$ cat src/rtl/memory_access_pkg.sv
// rtl/memory_access_pkg.sv - memory_access pipeline constants and FSM state encoding
package memory_access_pkg;

  localparam int MEM_LAT_DEF = 1;
  localparam int MEM_LAT_MAX = 4;
  localparam int CNT_W       = $clog2(MEM_LAT_MAX + 1);

  typedef enum logic {
    S_IDLE = 1'b0,
    S_WAIT = 1'b1
  } state_t;

endpackage

$ cat src/rtl/memory_access_mem_wait_counter.sv
// rtl/memory_access_mem_wait_counter.sv - loadable down-counter timing the data-memory read latency
module mem_wait_counter #(
  parameter int W = 3
) (
  input  logic         clk,
  input  logic         reset,
  input  logic         load,
  input  logic         en,
  input  logic [W-1:0] load_val,
  output logic         done
);

  logic [W-1:0] cnt;

  always_ff @(posedge clk) begin
    if (reset) begin
      cnt <= '0;
    end else if (load) begin
      cnt <= load_val;
    end else if (en && cnt != '0) begin
      cnt <= cnt - 1'b1;
    end
  end

  assign done = (cnt == '0);

endmodule

$ cat src/rtl/memory_access.sv
// rtl/memory_access.sv - memory stage: loads/stores to synchronous data memory, registered write-back bundle
module memory_access
  import memory_access_pkg::*;
#(
  parameter int ADDR    = 16,
  parameter int W_OPR   = 32,
  parameter int W_RD    = 4,
  parameter int MEM_LAT = MEM_LAT_DEF
) (
  input  logic             clk,
  input  logic             reset,
  input  logic             v_i,
  output logic             stall_o,
  input  logic             ld_i,
  input  logic             st_i,
  input  logic [ADDR-1:0]  addr_i,
  input  logic [W_OPR-1:0] data_i,
  input  logic             wb_i,
  input  logic [W_RD-1:0]  wb_r_i,
  input  logic [W_OPR-1:0] result_i,
  output logic [ADDR-1:0]  mem_addr_o,
  output logic             mem_write_o,
  output logic [W_OPR-1:0] mem_data_o,
  input  logic [W_OPR-1:0] mem_data_i,
  output logic             v_o,
  input  logic             stall_i,
  output logic             wb_o,
  output logic [W_RD-1:0]  wb_r_o,
  output logic [W_OPR-1:0] result_o
);

  localparam logic [CNT_W-1:0] LAT_VAL = CNT_W'(MEM_LAT);

  state_t            state, state_nxt;
  logic              accept, is_ld, is_st, in_wait, cnt_done, ld_done, load_ok;
  logic              ld_wb;
  logic [W_RD-1:0]   ld_wb_r;

  assign in_wait = (state == S_WAIT);
  assign stall_o = in_wait | (v_o & stall_i);
  assign accept  = v_i & ~stall_o;
  // A load wins over a simultaneous store; the store is dropped.
  assign is_ld   = accept & ld_i;
  assign is_st   = accept & st_i & ~ld_i;
  assign ld_done = in_wait & cnt_done;
  assign load_ok = ~(v_o & stall_i);

  mem_wait_counter #(
    .W (CNT_W)
  ) u_wait_cnt (
    .clk      (clk),
    .reset    (reset),
    .load     (is_ld),
    .en       (in_wait),
    .load_val (LAT_VAL),
    .done     (cnt_done)
  );

  always_ff @(posedge clk) begin
    if (reset) begin
      state <= S_IDLE;
    end else begin
      state <= state_nxt;
    end
  end

  always_comb begin
    state_nxt = state;
    case (state)
      S_IDLE:  if (is_ld) state_nxt = S_WAIT;
      S_WAIT:  if (cnt_done) state_nxt = S_IDLE;
      default: state_nxt = S_IDLE;
    endcase
  end

  always_ff @(posedge clk) begin
    if (reset) begin
      mem_addr_o  <= '0;
      mem_data_o  <= '0;
      mem_write_o <= 1'b0;
      ld_wb       <= 1'b0;
      ld_wb_r     <= '0;
    end else begin
      mem_write_o <= is_st;
      if (is_ld || is_st) mem_addr_o <= addr_i;
      if (is_st) mem_data_o <= data_i;
      if (is_ld) begin
        ld_wb   <= wb_i;
        ld_wb_r <= wb_r_i;
      end
    end
  end

  // v_o is always 0 in S_WAIT, so a completing load never meets a held bundle.
  always_ff @(posedge clk) begin
    if (reset) begin
      v_o      <= 1'b0;
      wb_o     <= 1'b0;
      wb_r_o   <= '0;
      result_o <= '0;
    end else if (load_ok) begin
      if (ld_done) begin
        v_o      <= 1'b1;
        wb_o     <= ld_wb;
        wb_r_o   <= ld_wb_r;
        result_o <= mem_data_i;
      end else if (accept && !ld_i) begin
        v_o      <= 1'b1;
        wb_o     <= wb_i & ~st_i;
        wb_r_o   <= wb_r_i;
        result_o <= result_i;
      end else begin
        v_o  <= 1'b0;
        wb_o <= 1'b0;
      end
    end
  end

endmodule

$ cat config.mk
export PLATFORM = sky130hd
export DESIGN_NAME = memory_access
export DESIGN_NICKNAME = d
export VERILOG_FILES = /design/src/rtl/memory_access_pkg.sv /design/src/rtl/memory_access_mem_wait_counter.sv /design/src/rtl/memory_access.sv
export SDC_FILE = /design/constraint.sdc
export NUM_CORES = 1
export LEC_CHECK = 0
export CORE_AREA = 4 4 106 108
export DETAILED_ROUTE_END_ITERATION = 10
export DIE_AREA = 0 0 110 112
export MAX_ROUTING_LAYER = met4
export PLACE_DENSITY = 0.86
export SLEW_MARGIN = 10
export SYNTH_ARGS = -nofsm -noshare
export SYNTH_HDL_FRONTEND = slang
export SYNTH_SLANG_ARGS = --single-unit
$ cat constraint.sdc
create_clock -name clk -period 2.1 [get_ports clk]
set_clock_uncertainty 0.1 [all_clocks]
set_input_delay 0.63 -clock clk [delete_from_list [all_inputs] [get_ports clk]]
set_output_delay 0.63 -clock clk [all_outputs]
set_load 0.01 [all_outputs]
==> results.cfg <==
[status]
status = complete, no violations

[clock_network]
cts_hold_buffers = 0
cts.path.max_buffers = 2
post_cts_buffers = 0
htree_num_levels = 3
ctsResizeCount = 5
clk_pin_slew_ps = 90
clock_latency_ps = 350
cts_buffers = 9
cts_sinks = 96
cts_tree = built
cts_root_buf = clkbuf_8

[routing]
drt-wirelength-per-cell_um = 16.1
dr.pass1.iters = 4
vias = 4251
drc = 0
via_per_inst = 5.17
wl_mm = 13.2
drtIter0Drc = 315
ant_nets = 0

[sta]
setup_viol = 0
period_share_pct = 95.7
tightest_slew_ps = 488
fmax_ghz = 0.498
slew_headroom_pct = 67.5
min_period_ps = 2010
hold_violations = 0
rsz0062_at_grt = false
hold_slack_ps = 356
finalMaxSlewViolations = 0
worst_slack_ps = 90.5

[setup_path]
arrival_ps = 1280
startpoint_type = register
cpPeakStageDelay_ps = 560
critical-path-top-delay-family = buffers and inverters
endpoint_kind = output pin
rr_worst_depth = 7
reg2reg_to = result_o[5]
rrSetupSlack_ps = 300
path_buf_inv = 1
path_max_fanout = 3
r2r_start = u_wait_cnt.cnt[0]
worstPathCellList = clkdlybuf4s50_1
crit_path_top_delay_cell = clkdlybuf4s50_1
required_ps = 1370
crit_type = register to output pin

[floorplanning]
top_level_ports = 211
die_y_um = 112
design.die.area_sq_um = 12300
core_sq_um = 10200
start_util_pct = 38.2
rows = 37
fp.dieW_um = 110

[hold_path]
min_to = mem_data_o[31]
worstHoldStart = mem_data_o[31]
whs_path_depth = 2
hold_class = register to register

[cells_and_area]
drive_above_1_share_pct = 6.99
n_antenna_cell = 0
nets = 807
area_delta_synth_final_pct = 64.7
final_cells = 823
final_util_pct = 62.9

[global_route]
grt_pass1_wl_mm = 20.9
grt-ovfl-total = 0
grtUsageTotal_pct = 21.8
grt_start_max_net_pins = 45
antenna_found_initial = 0
grt_pass1_vias = 4370

[placement]
place_congestion = 0.748
dp_cells = 807
dpl_worst_slack_ps = -424
port_buffers = 210
hpwl_mm = 9.70

[synthesis]
avgSynthCellArea_sq_um = 8.05
netlist.area_leader.share_pct = 49.2
synth_area_sq_um = 3910
ys_top_cells_by_area = dfxtp_1, a21oi_1, nand2_1
synth_area_leader_cell = dfxtp_1
syn_nets = 610
ys_warn_count = 0
ys_types = 30
yosys_register_bits = 96
netlist_instances = 485
seq_area_frac_synth_pct = 49.2

[power]
p_leak_uw = 0.00226
power.density_nw_per_um2 = 649
vdd_drop_max_mv = 0.397

[flow_run]
max-cap-violations = 0
[stage by stage]
step           total power [uW]  area (sq um)  setup TNS, ps
4_1_cts                    4230          6430              0
6_report                   4170          6430              0
3_3_place_gp               3070          6260          -6330
5_1_grt                    4400          6430              0
2_1_floorplan              2480          3910              0
3_5_place_dp               3110          6260         -10240
[cells in the mapped netlist, drive strengths merged]
| master | instances |
|---|---|
| a2111oi | 1 |
| a211oi | 37 |
| a21oi | 93 |
| and2 | 1 |
| and3 | 3 |
| buf | 23 |
| clkbuf | 22 |
| dfxtp | 96 |
| ha | 2 |
| inv | 3 |
| nand2 | 110 |
| nand2b | 3 |
| nand3 | 2 |
| nand3b | 1 |
| nand4b | 1 |
| nor2 | 6 |
| nor2b | 2 |
| nor3 | 41 |
| o21ai | 36 |
| or3 | 1 |
| xnor2 | 1 |
[per-layer routing]
metal / GRT usage, % / part of all wire (%)
met2: 37.0 / 49
met5: - / 0
met1: 24.8 / 40
met3: 4.93 / 8.7
met4: 7.65 / 2.0
[state kept, by name, summed over array words and instances (netlist names)]
signal,cells
in_wait,1
ld_wb,1
ld_wb_r,4
mem_addr_o,16
mem_data_o,32
mem_write_o,1
result_o,32
u_wait_cnt.cnt,3
v_o,1
wb_o,1
wb_r_o,4
[kinds of logic after synthesis]
group,share of synthesized area (%)
compound gates,23.9
xor+xnor,0.224
fa+ha+maj,0.641
buf+inv,6.31
flops,49.2
simple gates,19.8
[power by group]
part | internal (uW) | switching [uW]
clock network | 492 | 627
registers | 1950 | 65.3
logic | 596 | 444
[final cells by class]
cell class,count,area (sq um)
tap,136,170
sequential,96,1920
inverter,3,11.3
clock buffer,11,151
timing repair buffer,231,2400
clock inverter,5,31.3
fill,859,3800
multi-input combinational,341,1750
[placed cells by master (no fill, tap or decap), drive strengths merged]
cell type      count
clkinv             4
nand4b             1
a211oi            37
nor2               6
a2111oi            1
inv                3
or3                1
nor2b              2
buf               23
clkbuf            11
xnor2              1
dlygate4sd2        1
nand2b             3
and3               3
ha                 2
o21ai             36
clkdlybuf4s50    207
nand2            110
nand3b             1
nor3              41
clkinvlp           1
and2               1
nand3              2
a21oi             93
dfxtp             96
[how the worst max path moves through the flow]
stage / startpoint / endpoint / cells after the start
floorplan: stall_i / mem_addr_o[10] / 7
global placement: stall_i / stall_o / 4
detailed placement: stall_i / stall_o / 4
CTS: v_o / v_o / 1
global route: v_o / v_o / 1
finish: v_o / v_o / 1
(Power assumes the default switching activity.)
